--- config.mk ---
export PLATFORM = sky130hd
export DESIGN_NAME = fl_frame_arbiter_flat
export DESIGN_NICKNAME = d
export VERILOG_FILES = /design/src/rtl/fl_frame_arbiter_if.sv /design/src/rtl/fl_frame_arbiter.sv /design/src/flat_wrapper.sv
export SDC_FILE = /design/constraint.sdc
export NUM_CORES = 1
export LEC_CHECK = 0
export CAP_MARGIN = 0
export CORE_UTILIZATION = 29
export CTS_BUF_LIST = sky130_fd_sc_hd__clkbuf_8
export DETAILED_ROUTE_END_ITERATION = 6
export MAX_ROUTING_LAYER = met4
export PLACE_DENSITY = 0.85
export SYNTH_ARGS = -nofsm -noshare
export SYNTH_HDL_FRONTEND = slang
export SYNTH_SLANG_ARGS = --single-unit
--- constraint.sdc ---
create_clock -name clk -period 3.1 [get_ports clk]
set_input_delay 0.62 -clock clk [delete_from_list [all_inputs] [get_ports clk]]
set_output_delay 0.62 -clock clk [all_outputs]
set_load 0.005 [all_outputs]
--- src/rtl/fl_frame_arbiter_if.sv ---
// FrameLink bundle for the frame arbiter: IF_COUNT packed RX streams and one merged TX stream.
// slave = arbiter side, master = traffic source/sink side.
interface fl_frame_arbiter_if #(
    parameter int unsigned DATA_WIDTH = 16,
    parameter int unsigned IF_COUNT   = 4
);
    localparam int unsigned DREM_WIDTH  = (DATA_WIDTH > 8) ? $clog2(DATA_WIDTH / 8) : 1;
    localparam int unsigned IFNUM_WIDTH = $clog2(IF_COUNT);

    logic [IF_COUNT*DATA_WIDTH-1:0] rx_data;
    logic [IF_COUNT*DREM_WIDTH-1:0] rx_rem;
    logic [IF_COUNT-1:0]            rx_sof_n;
    logic [IF_COUNT-1:0]            rx_sop_n;
    logic [IF_COUNT-1:0]            rx_eop_n;
    logic [IF_COUNT-1:0]            rx_eof_n;
    logic [IF_COUNT-1:0]            rx_src_rdy_n;
    logic [IF_COUNT-1:0]            rx_dst_rdy_n;

    logic [DATA_WIDTH-1:0]          tx_data;
    logic [DREM_WIDTH-1:0]          tx_rem;
    logic                           tx_sof_n;
    logic                           tx_sop_n;
    logic                           tx_eop_n;
    logic                           tx_eof_n;
    logic                           tx_src_rdy_n;
    logic                           tx_dst_rdy_n;
    logic [IFNUM_WIDTH-1:0]         tx_ifnum;

    modport slave (
        input  rx_data, rx_rem, rx_sof_n, rx_sop_n, rx_eop_n, rx_eof_n, rx_src_rdy_n,
        output rx_dst_rdy_n,
        output tx_data, tx_rem, tx_sof_n, tx_sop_n, tx_eop_n, tx_eof_n, tx_src_rdy_n, tx_ifnum,
        input  tx_dst_rdy_n
    );

    modport master (
        output rx_data, rx_rem, rx_sof_n, rx_sop_n, rx_eop_n, rx_eof_n, rx_src_rdy_n,
        input  rx_dst_rdy_n,
        input  tx_data, tx_rem, tx_sof_n, tx_sop_n, tx_eop_n, tx_eof_n, tx_src_rdy_n, tx_ifnum,
        output tx_dst_rdy_n
    );
endinterface

--- src/rtl/fl_frame_arbiter.sv ---
// Round-robin FrameLink arbiter: locks onto one RX input for a whole frame (SOF..EOF) and
// passes it straight through to TX with no buffering; one idle cycle separates frames.
module fl_frame_arbiter #(
    parameter int unsigned DATA_WIDTH = 16,
    parameter int unsigned IF_COUNT   = 4
) (
    input  logic              clk,
    input  logic              reset,
    fl_frame_arbiter_if.slave fl
);
    localparam int unsigned DREM_WIDTH  = (DATA_WIDTH > 8) ? $clog2(DATA_WIDTH / 8) : 1;
    localparam int unsigned IFNUM_WIDTH = $clog2(IF_COUNT);

    typedef enum logic {
        IDLE   = 1'b0,
        LOCKED = 1'b1
    } state_t;

    state_t                 state_q, state_d;
    logic [IFNUM_WIDTH-1:0] ptr_q, ptr_d;
    logic [IFNUM_WIDTH-1:0] grant_q, grant_d;

    logic [IF_COUNT-1:0]    req_c;
    logic                   req_found_c;
    logic [IFNUM_WIDTH-1:0] req_idx_c;
    logic [IFNUM_WIDTH-1:0] cand_c;
    logic                   locked_c;
    logic                   xfer_c;

    assign req_c    = ~fl.rx_src_rdy_n & ~fl.rx_sof_n;
    // Reset masks the pass-through immediately, not just from the next cycle.
    assign locked_c = (state_q == LOCKED) && !reset;
    assign xfer_c   = locked_c && !fl.rx_src_rdy_n[grant_q] && !fl.tx_dst_rdy_n;

    // First requester at or after ptr; the index wraps because IF_COUNT is a power of two.
    always_comb begin
        req_found_c = 1'b0;
        req_idx_c   = ptr_q;
        cand_c      = ptr_q;
        for (int unsigned i = 0; i < IF_COUNT; i++) begin
            cand_c = ptr_q + IFNUM_WIDTH'(i);
            if (!req_found_c && req_c[cand_c]) begin
                req_found_c = 1'b1;
                req_idx_c   = cand_c;
            end
        end
    end

    always_comb begin
        state_d = state_q;
        ptr_d   = ptr_q;
        grant_d = grant_q;
        unique case (state_q)
            IDLE: begin
                if (req_found_c) begin
                    grant_d = req_idx_c;
                    state_d = LOCKED;
                end
            end
            LOCKED: begin
                // Only EOF releases the lock; malformed delimiters are passed through as-is.
                if (xfer_c && !fl.rx_eof_n[grant_q]) begin
                    state_d = IDLE;
                    ptr_d   = grant_q + IFNUM_WIDTH'(1);
                end
            end
            default: state_d = IDLE;
        endcase
    end

    // Combinational pass-through of the granted input; everyone else sees backpressure.
    always_comb begin
        fl.tx_data      = fl.rx_data[grant_q*DATA_WIDTH +: DATA_WIDTH];
        fl.tx_rem       = fl.rx_rem[grant_q*DREM_WIDTH +: DREM_WIDTH];
        fl.tx_sof_n     = fl.rx_sof_n[grant_q];
        fl.tx_sop_n     = fl.rx_sop_n[grant_q];
        fl.tx_eop_n     = fl.rx_eop_n[grant_q];
        fl.tx_eof_n     = fl.rx_eof_n[grant_q];
        fl.tx_src_rdy_n = 1'b1;
        fl.tx_ifnum     = grant_q;
        fl.rx_dst_rdy_n = '1;
        if (locked_c) begin
            fl.tx_src_rdy_n          = fl.rx_src_rdy_n[grant_q];
            fl.rx_dst_rdy_n[grant_q] = fl.tx_dst_rdy_n;
        end
    end

    always_ff @(posedge clk) begin
        if (reset) begin
            state_q <= IDLE;
            ptr_q   <= '0;
            grant_q <= '0;
        end else begin
            state_q <= state_d;
            ptr_q   <= ptr_d;
            grant_q <= grant_d;
        end
    end
endmodule

--- src/flat_wrapper.sv ---
// flat-port wrapper written by rule: the top's interface ports become plain ports
module fl_frame_arbiter_flat 
#(
    parameter int unsigned DATA_WIDTH = 16,
    parameter int unsigned IF_COUNT   = 4
)
  (clk, reset, fl_rx_data, fl_rx_rem, fl_rx_sof_n, fl_rx_sop_n, fl_rx_eop_n, fl_rx_eof_n, fl_rx_src_rdy_n, fl_rx_dst_rdy_n, fl_tx_data, fl_tx_rem, fl_tx_sof_n, fl_tx_sop_n, fl_tx_eop_n, fl_tx_eof_n, fl_tx_src_rdy_n, fl_tx_ifnum, fl_tx_dst_rdy_n);
  fl_frame_arbiter_if #(.DATA_WIDTH(DATA_WIDTH), .IF_COUNT(IF_COUNT)) fl_i ();
  input  logic clk;
  input  logic reset;
  input wire logic [$bits(fl_i.rx_data)-1:0] fl_rx_data;
  input wire logic [$bits(fl_i.rx_rem)-1:0] fl_rx_rem;
  input wire logic [$bits(fl_i.rx_sof_n)-1:0] fl_rx_sof_n;
  input wire logic [$bits(fl_i.rx_sop_n)-1:0] fl_rx_sop_n;
  input wire logic [$bits(fl_i.rx_eop_n)-1:0] fl_rx_eop_n;
  input wire logic [$bits(fl_i.rx_eof_n)-1:0] fl_rx_eof_n;
  input wire logic [$bits(fl_i.rx_src_rdy_n)-1:0] fl_rx_src_rdy_n;
  output wire logic [$bits(fl_i.rx_dst_rdy_n)-1:0] fl_rx_dst_rdy_n;
  output wire logic [$bits(fl_i.tx_data)-1:0] fl_tx_data;
  output wire logic [$bits(fl_i.tx_rem)-1:0] fl_tx_rem;
  output wire logic [$bits(fl_i.tx_sof_n)-1:0] fl_tx_sof_n;
  output wire logic [$bits(fl_i.tx_sop_n)-1:0] fl_tx_sop_n;
  output wire logic [$bits(fl_i.tx_eop_n)-1:0] fl_tx_eop_n;
  output wire logic [$bits(fl_i.tx_eof_n)-1:0] fl_tx_eof_n;
  output wire logic [$bits(fl_i.tx_src_rdy_n)-1:0] fl_tx_src_rdy_n;
  output wire logic [$bits(fl_i.tx_ifnum)-1:0] fl_tx_ifnum;
  input wire logic [$bits(fl_i.tx_dst_rdy_n)-1:0] fl_tx_dst_rdy_n;
  assign fl_i.rx_data = fl_rx_data;
  assign fl_i.rx_rem = fl_rx_rem;
  assign fl_i.rx_sof_n = fl_rx_sof_n;
  assign fl_i.rx_sop_n = fl_rx_sop_n;
  assign fl_i.rx_eop_n = fl_rx_eop_n;
  assign fl_i.rx_eof_n = fl_rx_eof_n;
  assign fl_i.rx_src_rdy_n = fl_rx_src_rdy_n;
  assign fl_rx_dst_rdy_n = fl_i.rx_dst_rdy_n;
  assign fl_tx_data = fl_i.tx_data;
  assign fl_tx_rem = fl_i.tx_rem;
  assign fl_tx_sof_n = fl_i.tx_sof_n;
  assign fl_tx_sop_n = fl_i.tx_sop_n;
  assign fl_tx_eop_n = fl_i.tx_eop_n;
  assign fl_tx_eof_n = fl_i.tx_eof_n;
  assign fl_tx_src_rdy_n = fl_i.tx_src_rdy_n;
  assign fl_tx_ifnum = fl_i.tx_ifnum;
  assign fl_i.tx_dst_rdy_n = fl_tx_dst_rdy_n;
  fl_frame_arbiter #(.DATA_WIDTH(DATA_WIDTH), .IF_COUNT(IF_COUNT)) u_core (.clk(clk), .reset(reset), .fl(fl_i));
endmodule
==> results.json <==
{
  "synth_async_sr_flop_share_pct": 0,
  "synth.avg_cell_area_um2": 11.78,
  "postSynth.topFlopCell": "dfxtp_1",
  "dieArea_mm2": 0.003565,
  "dpl.hpwl_um": 4096,
  "synth_cell_types": 30,
  "cts_hold_buf": 0,
  "cts_made_buffers": 3,
  "met3_usage_pct": 9.091,
  "grt.overflow.total": 0,
  "clkSinkCount": 5,
  "wirelength_um": 4770,
  "grt_max_degree": 16,
  "drc": 0,
  "crit_chain": "clkdlybuf4s50_1, mux4_2, or3b_1, clkdlybuf4s50_1",
  "h-tree-depth": 1,
  "setup_viol": 0,
  "grt_pass1_wl_um": 6789,
  "gp_congestion": 0.9384,
  "min-delay-start": "u_core.state_q",
  "track_usage_pct": 26.82,
  "num_vias": 1300,
  "cp.arrival_ps": 2390,
  "cts_tree": "yes",
  "final_area_mm2": 0.002267,
  "die_w_um": 59.71,
  "timing.fmax_ghz": 0.3322,
  "num_rows": 20,
  "ys_seq_area_share_pct": 10.36,
  "tightest_slew_ps": 522.7,
  "fin_setup_tns_ps": 0,
  "synth_nets": 177,
  "status": "complete, no violations",
  "nFillCells": 237,
  "period_share_pct": 97.11,
  "ant_nets": 0,
  "power.density_mw_per_mm2": 224.5,
  "initial_core_util_pct": 31.13,
  "crit_buf_inv": 2,
  "core_mm2": 0.003103,
  "worst_ep_required_time_ps": 2480,
  "hp-class": "register to register",
  "r2r-start": "u_core.fl.tx_ifnum[0]",
  "ctsResizeCount": 0,
  "path_clk_slew_ps": 40,
  "syn_area_um2": 965.9,
  "place_area_mm2": 0.002222,
  "met2_usage_pct": 49.52,
  "irDropWorstVdd_mv": 0.3066,
  "ios": 119,
  "crit_start": "fl_rx_src_rdy_n[0]",
  "cts-root-buf": "clkbuf_8",
  "criticalPathCategory": "input port to output port",
  "cts_buffer_depth": 2,
  "fin_ws_ps": 89.60,
  "synth_seq_cells": 5,
  "yosysWarningCount": 0,
  "syn_inst": 82,
  "end_kind": "output port",
  "syn_to_final_growth_pct": 134.7,
  "fin_crit_ps": 3010,
  "p_leak_uw": 0.0007980,
  "nets": 300,
  "crit_path_frequent_cell": "clkdlybuf4s50_1",
  "dr.pass1.iters": 4,
  "slowest_stage": "mux4_2",
  "critPathMaxFanout": 4,
  "postCtsSetupBuffers": 0,
  "io_buffers": 118,
  "antenna_found_initial": 0,
  "rsz0062_at_grt": "false",
  "cpLargestDelayFamily": "buffers and inverters",
  "die_h_um": 59.71,
  "use_met1_pct": 26.63,
  "grt.busiest_layer": "met2",
  "drive_gt1_share_pct": 17.16,
  "hold_violations": 0,
  "slew_headroom_pct": 65.08,
  "n_antenna_cell": 0,
  "startpoint_type": "input port",
  "wire_per_inst_um": 19.23,
  "synth_edf_count": 0,
  "final_util_pct": 73.06,
  "slowest_delay_ps": 490,
  "clkLatencyLatePin_ps": 220,
  "maxCapViolations": 0,
  "dp_slack_ps": 77.30,
  "first_iter_violations": 58,
  "grt_pass1_vias": 1359,
  "final.setup_skew_ps": 3.029,
  "slew_violations": 0,
  "viasPerCell": 5.242
}
worst paths after layout:
kind	endpoint	slack (ps)	depth (start not counted)
max	fl_tx_src_rdy_n	90	4
min	u_core.state_q	590	2
max reg2reg	u_core.ptr_q[0]	1180	5
min reg2reg	u_core.state_q	590	2
sequential cells by signal, indices dropped and copies added, names as in the netlist:
| name | flops |
|---|---|
| u_core.ptr_q | 2 |
| u_core.state_q | 1 |
| u_core.fl.tx_ifnum | 2 |
cells in the final DEF, fill, tap and decap left out, types with 4 or more instances in the layout:
cell,netlist,routed
buf_4,0,8
clkdlybuf4s50_1,0,118
dfxtp_1,5,4
ha_1,4,4
mux4_2,22,22
nand2_1,5,5
nor2_1,6,6
area by class of cell:
type,count,area [µm²],share of cell area [%]
Timing Repair Buffer,126,1241,54.75
Sequential cell,5,101.3,4.470
Multi-Input combinational cell,67,817.0,36.04
Clock buffer,3,41.29,1.821
Inverter,2,7.507,0.3311
Clock inverter,1,3.754,0.1656
Tap cell,44,55.05,2.428
through the flow:
| stage | cells | hold WS (ps) | total power [µW] |
|---|---|---|---|
| after detailed placement | 244 | 582.8 | 394.1 |
| after CTS | 248 | 590.8 | 511.4 |
| after global routing | 248 | 616.3 | 536.8 |
| after global placement | 244 | 571.8 | 385.1 |
| final | 248 | 586.5 | 509.1 |
| after floorplan | 82 | 523.5 | 182.7 |
layer usage:
layer / share of wire (%) / wire length, µm
met5: 0 / 0
met4: 2.0 / 97
met3: 11 / 513
met2: 53 / 2507
met1: 35 / 1652
worst register-to-register path: stages (launching register included):
cell,delay [ps]
dfxtp_2,340
buf_4,250
mux4_2,590
nor3b_4,290
mux2i_1,270
nor2_1,60
synthesized netlist by cell type (2+ instances only):
library cell	number	area (µm²)
ha_1	4	50.05
a21oi_1	3	15.01
clkbuf_1	4	15.01
nor2_1	6	22.52
nand3b_1	2	15.01
or2_1	2	12.51
o22a_1	2	17.52
inv_1	2	7.510
mux4_2	22	495.5
o22ai_1	2	12.51
o41ai_1	2	17.52
nor3_1	3	15.01
nand2_1	5	18.77
mux2i_1	2	20.02
buf_2	2	10.01
dfxtp_1	5	100.1
where the power goes:
part / switching (µW) / total (µW) / internal, µW
Combinational: 94.5 / 322 / 228
Sequential: 3.75 / 72.2 / 68.4
Clock: 30.2 / 115 / 84.7
cell families after synthesis:
logic type	Yosys count	share of synthesized area [%]
fa+ha+maj	4	5.182
mux	24	53.37
simple gates	22	12.95
flops	5	10.36
compound gates	17	13.08
buf+inv	10	5.051
Note: power is estimated with default switching activity, not from simulation.
